[config.mk]
export PLATFORM = sky130hd
export DESIGN_NAME = game_fsm_flat
export DESIGN_NICKNAME = d
export VERILOG_FILES = /design/src/rtl/game_pkg.sv /design/src/rtl/game_fsm_if.sv /design/src/rtl/game_fsm_button_press.sv /design/src/rtl/game_fsm.sv /design/src/flat_wrapper.sv
export SDC_FILE = /design/constraint.sdc
export NUM_CORES = 1
export LEC_CHECK = 0
export CORE_MARGIN = 1
export CORE_UTILIZATION = 59
export CTS_BUF_LIST = sky130_fd_sc_hd__clkbuf_8
export DETAILED_ROUTE_END_ITERATION = 8
export PLACE_DENSITY = 0.91
export SLEW_MARGIN = 20
export SYNTH_ARGS = -nofsm -noshare
export SYNTH_HDL_FRONTEND = slang
export SYNTH_HIERARCHICAL = 1
export SYNTH_SLANG_ARGS = --single-unit
[constraint.sdc]
create_clock -name clk -period 6.7 [get_ports clk]
set_input_delay 1.34 -clock clk [delete_from_list [all_inputs] [get_ports clk]]
set_output_delay 1.34 -clock clk [all_outputs]
set_load 0.01 [all_outputs]
[src/rtl/game_pkg.sv]
// Shared types and helpers for the brick-breaker game-state controller.
package game_pkg;

    typedef enum logic [2:0] {
        IDLE        = 3'd0,
        SERVE       = 3'd1,
        PLAY        = 3'd2,
        PAUSE       = 3'd3,
        LIFE_LOST   = 3'd4,
        LEVEL_CLEAR = 3'd5,
        LOSE        = 3'd6,
        WIN         = 3'd7
    } game_state_e;

    // Widest brick vector the popcount helper accepts; narrower vectors are zero-extended.
    localparam int POP_MAX_W = 256;
    localparam int POP_CNT_W = 9;

    function automatic logic [POP_CNT_W-1:0] popcount(input logic [POP_MAX_W-1:0] v,
                                                      input int unsigned          w);
        logic [POP_CNT_W-1:0] c;
        c = '0;
        for (int i = 0; i < POP_MAX_W; i++) begin
            if ((i < int'(w)) && v[i]) begin
                c = c + POP_CNT_W'(1);
            end
        end
        return c;
    endfunction

endpackage

[src/rtl/game_fsm_if.sv]
// Signal bundle between the game controller and the ball/paddle/brick/draw blocks.
interface game_fsm_if #(
    parameter int NUM_BRICKS = 6,
    parameter int NUM_LIVES  = 3,
    parameter int NUM_LEVELS = 4,
    parameter int SCORE_W    = 16
);
    localparam int LIVES_W = $clog2(NUM_LIVES + 1);
    localparam int LEVEL_W = (NUM_LEVELS > 2) ? $clog2(NUM_LEVELS) : 1;

    logic                  start;
    logic                  pause;
    logic [NUM_BRICKS-1:0] bricks_exist;
    logic [NUM_BRICKS-1:0] bricks_death_zone;
    logic                  ball_lost;

    logic                  run;
    logic                  launch;
    logic                  bricks_reload;
    logic [LIVES_W-1:0]    lives;
    logic [LEVEL_W-1:0]    level;
    logic [SCORE_W-1:0]    score;
    logic                  game_over;
    logic                  victory;
    logic [2:0]            state;

    // master: the game world (buttons, bricks, ball); slave: the controller.
    modport master (
        output start, pause, bricks_exist, bricks_death_zone, ball_lost,
        input  run, launch, bricks_reload, lives, level, score, game_over, victory, state
    );

    modport slave (
        input  start, pause, bricks_exist, bricks_death_zone, ball_lost,
        output run, launch, bricks_reload, lives, level, score, game_over, victory, state
    );

endinterface

[src/rtl/game_fsm_button_press.sv]
// Falling-edge detector for an active-low button: one pulse per press, however long it is held.
module button_press (
    input  logic clk,
    input  logic rst,
    input  logic btn_n,
    output logic press
);

    logic btn_q;

    always_ff @(posedge clk or negedge rst) begin
        if (!rst) begin
            btn_q <= 1'b1;
        end else begin
            btn_q <= btn_n;
        end
    end

    assign press = btn_q & ~btn_n;

endmodule

[src/rtl/game_fsm.sv]
// Game-state controller: serve timing, lives, levels, scoring, pause and restart.
module game_fsm
    import game_pkg::*;
#(
    parameter int NUM_BRICKS      = 6,
    parameter int NUM_LIVES       = 3,
    parameter int NUM_LEVELS      = 4,
    parameter int SCORE_W         = 16,
    parameter int SCORE_PER_BRICK = 10,
    parameter int SERVE_DELAY     = 50000000
) (
    input  logic        clk,
    input  logic        rst,
    game_fsm_if.slave   bus
);

    localparam int LIVES_W = $clog2(NUM_LIVES + 1);
    localparam int LEVEL_W = (NUM_LEVELS > 2) ? $clog2(NUM_LEVELS) : 1;
    localparam int CNT_W   = (SERVE_DELAY > 1) ? $clog2(SERVE_DELAY) : 1;
    localparam int SUM_W   = SCORE_W + 32;

    localparam logic [CNT_W-1:0]   SERVE_LAST = CNT_W'(SERVE_DELAY - 1);
    localparam logic [LEVEL_W-1:0] LAST_LEVEL = LEVEL_W'(NUM_LEVELS - 1);
    localparam logic [LIVES_W-1:0] FULL_LIVES = LIVES_W'(NUM_LIVES);
    localparam logic [SCORE_W-1:0] SCORE_MAX  = '1;

    game_state_e state_q, state_d;

    logic [CNT_W-1:0]      cnt_q, cnt_d;
    logic [LIVES_W-1:0]    lives_q, lives_d;
    logic [LEVEL_W-1:0]    level_q, level_d;
    logic [SCORE_W-1:0]    score_q, score_d;
    logic [NUM_BRICKS-1:0] exist_q;

    logic run_q, launch_q, reload_q, over_q, vic_q;
    logic run_d, launch_d, reload_d, over_d, vic_d;

    logic start_press, pause_press;
    logic new_game, next_level;

    logic [NUM_BRICKS-1:0] removed;
    logic [POP_CNT_W-1:0]  removed_cnt;
    logic [SUM_W-1:0]      add_pts, sum_full;
    logic [SCORE_W-1:0]    score_sat;

    button_press u_start_press (
        .clk   (clk),
        .rst   (rst),
        .btn_n (bus.start),
        .press (start_press)
    );

    button_press u_pause_press (
        .clk   (clk),
        .rst   (rst),
        .btn_n (bus.pause),
        .press (pause_press)
    );

    always_ff @(posedge clk or negedge rst) begin
        if (!rst) begin
            state_q  <= IDLE;
            cnt_q    <= '0;
            lives_q  <= FULL_LIVES;
            level_q  <= '0;
            score_q  <= '0;
            exist_q  <= '1;
            run_q    <= 1'b0;
            launch_q <= 1'b0;
            reload_q <= 1'b0;
            over_q   <= 1'b0;
            vic_q    <= 1'b0;
        end else begin
            state_q  <= state_d;
            cnt_q    <= cnt_d;
            lives_q  <= lives_d;
            level_q  <= level_d;
            score_q  <= score_d;
            exist_q  <= bus.bricks_exist;
            run_q    <= run_d;
            launch_q <= launch_d;
            reload_q <= reload_d;
            over_q   <= over_d;
            vic_q    <= vic_d;
        end
    end

    // Next state; PLAY exits are prioritised death zone > ball lost > level clear > pause.
    always_comb begin
        state_d = state_q;
        case (state_q)
            IDLE: begin
                if (start_press) state_d = SERVE;
            end
            SERVE: begin
                if (cnt_q == SERVE_LAST) state_d = PLAY;
            end
            PLAY: begin
                if (|bus.bricks_death_zone)  state_d = LOSE;
                else if (bus.ball_lost)      state_d = LIFE_LOST;
                else if (~|bus.bricks_exist) state_d = LEVEL_CLEAR;
                else if (pause_press)        state_d = PAUSE;
            end
            PAUSE: begin
                if (pause_press) state_d = PLAY;
            end
            LIFE_LOST: begin
                state_d = (lives_q <= LIVES_W'(1)) ? LOSE : SERVE;
            end
            LEVEL_CLEAR: begin
                state_d = (level_q == LAST_LEVEL) ? WIN : SERVE;
            end
            LOSE, WIN: begin
                if (start_press) state_d = IDLE;
            end
            default: state_d = IDLE;
        endcase
    end

    // Score only counts bricks that vanished since last cycle; reappearing bricks are ignored.
    always_comb begin
        removed     = exist_q & ~bus.bricks_exist;
        removed_cnt = popcount(POP_MAX_W'(removed), NUM_BRICKS);
        add_pts     = SUM_W'(SCORE_PER_BRICK) * SUM_W'(removed_cnt);
        sum_full    = SUM_W'(score_q) + add_pts;
        score_sat   = (sum_full > SUM_W'(SCORE_MAX)) ? SCORE_MAX : sum_full[SCORE_W-1:0];
    end

    always_comb begin
        new_game   = (state_q == IDLE) && start_press;
        next_level = (state_q == LEVEL_CLEAR) && (state_d == SERVE);

        cnt_d = '0;
        if ((state_q == SERVE) && (state_d == SERVE)) begin
            cnt_d = cnt_q + CNT_W'(1);
        end

        lives_d = lives_q;
        if (new_game) begin
            lives_d = FULL_LIVES;
        end else if ((state_q == LIFE_LOST) && (lives_q != '0)) begin
            lives_d = lives_q - LIVES_W'(1);
        end

        level_d = level_q;
        if (new_game) begin
            level_d = '0;
        end else if (next_level) begin
            level_d = level_q + LEVEL_W'(1);
        end

        score_d = score_q;
        if (new_game) begin
            score_d = '0;
        end else if (state_q == PLAY) begin
            score_d = score_sat;
        end
    end

    // Outputs are computed from the next state so they register alongside it.
    always_comb begin
        run_d    = (state_d == PLAY);
        over_d   = (state_d == LOSE);
        vic_d    = (state_d == WIN);
        reload_d = new_game || next_level;
        launch_d = (state_d == SERVE) && (cnt_d == SERVE_LAST);
    end

    assign bus.run           = run_q;
    assign bus.launch        = launch_q;
    assign bus.bricks_reload = reload_q;
    assign bus.lives         = lives_q;
    assign bus.level         = level_q;
    assign bus.score         = score_q;
    assign bus.game_over     = over_q;
    assign bus.victory       = vic_q;
    assign bus.state         = state_q;

endmodule

[src/flat_wrapper.sv]
// flat-port wrapper written by rule: the top's interface ports become plain ports
module game_fsm_flat import game_pkg::*;
#(
    parameter int NUM_BRICKS      = 6,
    parameter int NUM_LIVES       = 3,
    parameter int NUM_LEVELS      = 4,
    parameter int SCORE_W         = 16,
    parameter int SCORE_PER_BRICK = 10,
    parameter int SERVE_DELAY     = 50000000
)
  (clk, rst, bus_start, bus_pause, bus_bricks_exist, bus_bricks_death_zone, bus_ball_lost, bus_run, bus_launch, bus_bricks_reload, bus_lives, bus_level, bus_score, bus_game_over, bus_victory, bus_state);
  game_fsm_if #(.NUM_BRICKS(NUM_BRICKS), .NUM_LIVES(NUM_LIVES), .NUM_LEVELS(NUM_LEVELS), .SCORE_W(SCORE_W)) bus_i ();
  input  logic clk;
  input  logic rst;
  input wire logic [$bits(bus_i.start)-1:0] bus_start;
  input wire logic [$bits(bus_i.pause)-1:0] bus_pause;
  input wire logic [$bits(bus_i.bricks_exist)-1:0] bus_bricks_exist;
  input wire logic [$bits(bus_i.bricks_death_zone)-1:0] bus_bricks_death_zone;
  input wire logic [$bits(bus_i.ball_lost)-1:0] bus_ball_lost;
  output wire logic [$bits(bus_i.run)-1:0] bus_run;
  output wire logic [$bits(bus_i.launch)-1:0] bus_launch;
  output wire logic [$bits(bus_i.bricks_reload)-1:0] bus_bricks_reload;
  output wire logic [$bits(bus_i.lives)-1:0] bus_lives;
  output wire logic [$bits(bus_i.level)-1:0] bus_level;
  output wire logic [$bits(bus_i.score)-1:0] bus_score;
  output wire logic [$bits(bus_i.game_over)-1:0] bus_game_over;
  output wire logic [$bits(bus_i.victory)-1:0] bus_victory;
  output wire logic [$bits(bus_i.state)-1:0] bus_state;
  assign bus_i.start = bus_start;
  assign bus_i.pause = bus_pause;
  assign bus_i.bricks_exist = bus_bricks_exist;
  assign bus_i.bricks_death_zone = bus_bricks_death_zone;
  assign bus_i.ball_lost = bus_ball_lost;
  assign bus_run = bus_i.run;
  assign bus_launch = bus_i.launch;
  assign bus_bricks_reload = bus_i.bricks_reload;
  assign bus_lives = bus_i.lives;
  assign bus_level = bus_i.level;
  assign bus_score = bus_i.score;
  assign bus_game_over = bus_i.game_over;
  assign bus_victory = bus_i.victory;
  assign bus_state = bus_i.state;
  game_fsm #(.NUM_BRICKS(NUM_BRICKS), .NUM_LIVES(NUM_LIVES), .NUM_LEVELS(NUM_LEVELS), .SCORE_W(SCORE_W), .SCORE_PER_BRICK(SCORE_PER_BRICK), .SERVE_DELAY(SERVE_DELAY)) u_core (.clk(clk), .rst(rst), .bus(bus_i));
endmodule
==> impl_metrics.sql <==
INSERT INTO impl_metrics (metric_group, metric, value, unit) VALUES
('synthesis', 'synth-edff-count', '0', ''),
('critical_path', 'worstPathMaxFanout', '4', ''),
('critical_path', 'critical_path.endpoint_type', 'flop', ''),
('global_route', 'busiest_layer', 'met2', ''),
('placement', 'globalplace.congestion', '0.847', ''),
('synthesis', 'yosys.cell_types.count', '59', ''),
('synthesis', 'syn_area_per_cell', '9.26', 'um^2'),
('critical_path', 'timing.critical_path.from_type', 'input pin', ''),
('power_and_ir_drop', 'max-vdd-ir-drop', '0.000258', 'V'),
('clock_tree', 'cts_root_buf', 'clkbuf_8', ''),
('synthesis', 'netlist_area', '4020', 'um^2'),
('floorplanning', 'total_die_area', '7150', 'um^2'),
('run_status', 'violations', 'design-rule violations', ''),
('detailed_routing', 'dr_total_vias', '3486', ''),
('sta', 'finalSetupViolations', '0', ''),
('floorplanning', 'die_width', '84.5', 'um'),
('synthesis', 'netlist_instances', '434', ''),
('detailed_routing', 'drtPass1Iterations', '7', ''),
('sta', 'timing.final.crit_period', '6.44', 'ns'),
('clock_tree', 'cts_clk_pin_slew_worst_paths', '0.07', 'ns'),
('synthesis', 'postSynthRegisterBits', '62', ''),
('power_and_ir_drop', 'power_density', '309', 'nW/um^2'),
('synthesis', 'synth_sequential_area_ratio', '0.389', ''),
('clock_tree', 'clock_tree.htree_level_count', '3', ''),
('global_route', 'grt_use_met2', '0.456', ''),
('cells_and_area', 'mostFrequentLayoutCell', 'nor2_1', ''),
('clock_tree', 'cts-root-to-sink-buffers', '2', ''),
('global_route', 'grt_antenna_before_repair', '0', ''),
('floorplanning', 'standard_cell_rows', '29', ''),
('sta', 'finalHoldViolCount', '0', ''),
('detailed_routing', 'drc', '1', ''),
('global_route', 'use_met3', '0.0403', ''),
('cells_and_area', 'ratio_of_cells_with_drive_above_1_in_the_final_layout', '0.107', ''),
('clock_tree', 'worst_skew_pair.late_latency', '0.34', 'ns'),
('synthesis', 'ys.flop_type', 'dfrtp_1', ''),
('power_and_ir_drop', 'leakage_dissipation', '2.09', 'nW'),
('clock_tree', 'cts-buffers-inserted', '9', ''),
('detailed_routing', 'initialDrtViolationCount', '331', ''),
('placement', 'numPortBuffers', '44', ''),
('critical_path', 'timing_worst_setup_path_type', 'in -> reg', ''),
('sta', 'worst_relative_slew_slack', '0.362', ''),
('floorplanning', 'num_ports', '45', ''),
('sta', 'max_freq', '0.155', 'GHz'),
('clock_tree', 'cts_tree', 'built', ''),
('run', 'max_cap_viol_count', '0', ''),
('floorplanning', 'floorplan.initialDensity', '0.622', ''),
('run_status', 'outcome', 'finished, violations left', ''),
('cells_and_area', 'fillers', '453', ''),
('clock_tree', 'post-cts-setup-buffer-count', '0', ''),
('placement', 'dpl_worst_slack', '-0.135', 'ns'),
('cells_and_area', 'postLayoutCoreUtil', '0.741', ''),
('power_and_ir_drop', 'power', '1.48', 'mW'),
('floorplanning', 'coreArea', '6460', 'um^2'),
('global_route', 'grt.total_usage', '0.274', ''),
('global_route', 'via_count_of_the_first_global_routing_pass', '3358', ''),
('cells_and_area', 'most-common-layout-cells', 'nor2_1 (54), dfrtp_1 (52), clkdlybuf4s50_1 (43)', ''),
('global_route', 'grtUsageMet1', '0.358', ''),
('detailed_routing', 'vias_per_cell', '6.17', ''),
('cells_and_area', 'finalNetCount', '529', ''),
('sta', 'max_slew.worst_pin.slew', '0.956', 'ns'),
('synthesis', 'yosys_warnings', '6', ''),
('sta', 'final_critical_path_setup_slack', '0.262', 'ns'),
('critical_path', 'worst_ep_arrival_time', '6.71', 'ns'),
('detailed_routing', 'ant_nets', '0', ''),
('placement', 'hpwl', '6440', 'um'),
('sta', 'fin_skew', '0.00550', 'ns'),
('global_route', 'grt_start_max_net_pins', '63', ''),
('sta', 'slew_viol_final', '0', ''),
('cells_and_area', 'layout-area-overhead-vs-synth', '19.1', '%'),
('synthesis', 'async_flop_share', '1.00', ''),
('global_route', 'grt_pass1_wl', '15500', 'um'),
('critical_path', 'worst_ep_required_time', '6.97', 'ns'),
('detailed_routing', 'avgRoutedWirePerCell', '16.1', 'um'),
('sta', 'fin_crit_sh', '0.961', ''),
('min_path', 'timing.hold.worst.class', 'reg -> reg', ''),
('floorplanning', 'die_height', '84.5', 'um'),
('global_route', 'grt-ovfl-total', '0', ''),
('cells_and_area', 'total_inserted_antenna_cells', '0', ''),
('detailed_routing', 'drt-total-wl', '9120', 'um'),
('clock_tree', 'cts_num_sinks', '62', '');
==> sequential cells by signal (all words and copies together) (netlist names) <==
register                    cells
u_core/u_pause_press/btn_q      1
u_core/bus.lives                2
u_core/bus.bricks_reload        1
u_core/bus.state                3
u_core/u_start_press/btn_q      1
u_core/bus.score               16
u_core/bus.launch               1
u_core/bus.level                2
u_core/exist_q                  6
u_core/bus.victory              1
u_core/bus.game_over            1
u_core/bus.run                  1
u_core/cnt_q                   26
==> power breakdown <==
group / switching (mW) / internal, mW
Sequential: 0.0838 / 0.443
Combinational: 0.302 / 0.273
Clock: 0.140 / 0.238
==> worst paths after layout <==
check | endpoint | startpoint | slack [ns] | depth (start not counted)
max | u_core/bus.score[15] | bus_bricks_exist[1] | 0.26 | 26
min | u_core/bus.score[0] | u_core/bus.score[0] | 0.51 | 2
max reg2reg | u_core/bus.score[15] | u_core/exist_q[0] | 1.32 | 25
min reg2reg | u_core/bus.score[0] | u_core/bus.score[0] | 0.51 | 2
max in group asynchronous | u_core/cnt_q[20] | rst | 5.05 | 2
min in group asynchronous | u_core/cnt_q[2] | rst | 1.15 | 2
==> synthesized netlist by cell type, types with 3 or more instances <==
cell type / number / area [um^2]
nor2_1: 55 / 206
dfrtp_1: 52 / 1300
nand2_1: 28 / 105
ha_1: 27 / 338
nand3_1: 23 / 115
xor2_1: 23 / 201
xnor2_1: 22 / 193
a21oi_1: 21 / 105
inv_1: 17 / 63.8
o21ai_0: 14 / 70.1
nor3_1: 13 / 65.1
dfstp_2: 10 / 263
nor2b_1: 10 / 62.6
clkbuf_1: 9 / 33.8
nand4_1: 8 / 50.1
and3_1: 7 / 43.8
nand2b_1: 7 / 43.8
a221o_1: 6 / 60.1
a31oi_1: 6 / 37.5
o211ai_1: 6 / 45.0
and4_1: 4 / 35.0
o21a_1: 4 / 30.0
or4_1: 4 / 30.0
a21o_1: 3 / 22.5
a41o_1: 3 / 30.0
nand3b_1: 3 / 22.5
nor4b_1: 3 / 26.3
o31ai_1: 3 / 22.5
or2_2: 3 / 18.8
==> logic make-up after synthesis <==
group                      synth area share
and+or+nand+nor                       0.247
AOI/OAI and AO/OA                     0.132
DFF                                   0.389
xor gates and xnor gates             0.0981
buffers and inverters                0.0314
adders and majority gates            0.0940
muxes                               0.00809
other                              0.000933
==> layout make-up <==
type	count	area (um^2)	area share
Clock buffer	12	165	0.0345
Multi-Input combinational cell	343	2350	0.491
Tap cell	77	96.3	0.0201
Inverter	17	63.8	0.0133
Timing Repair Buffer	50	480	0.100
Clock inverter	4	68.8	0.0144
Sequential cell	62	1560	0.327
==> critical path, stage by stage <==
cell	delay, ns
clkdlybuf4s50_1	0.48
nand2b_1	0.19
inv_1	0.06
ha_1	0.34
xnor2_2	0.23
inv_1	0.08
ha_1	0.30
nand2b_1	0.14
o31ai_1	0.11
o21ai_1	0.14
ha_1	0.32
nor2_1	0.15
nor2_1	0.09
ha_1	0.28
ha_1	0.17
inv_1	0.06
fa_1	0.49
inv_1	0.04
ha_1	0.33
o21a_1	0.14
o31a_1	0.18
o211ai_1	0.14
a21oi_2	0.21
o21ai_0	0.17
or4_1	0.42
nand4_1	0.10
==> repair_timing <==
item	in CTS	in global routing
setup endpoints to repair	0	14
endpoints found under the hold margin	0	0
hold buffers	0	0
gates resized for setup	0	4
==> per-layer routing <==
| metal | vias up | wire length [um] |
|---|---|---|
| met1 | 1675 | 3890 |
| met5 | - | 0 |
| met4 | 0 | 197 |
| li1 | 1649 | - |
| met3 | 21 | 568 |
| met2 | 141 | 4460 |
==> stage by stage <==
stage	hold slack (ns)	instance area, um^2	cells	setup TNS, ns
5_1_grt	0.518	4790	565	-0.0253
3_3_place_gp	0.482	4540	549	0
4_1_cts	0.511	4770	565	0
3_5_place_dp	0.496	4540	549	-0.592
6_report	0.506	4790	565	0
2_1_floorplan	0.500	4030	436	0
Note: power is estimated with default switching activity, not from simulation.
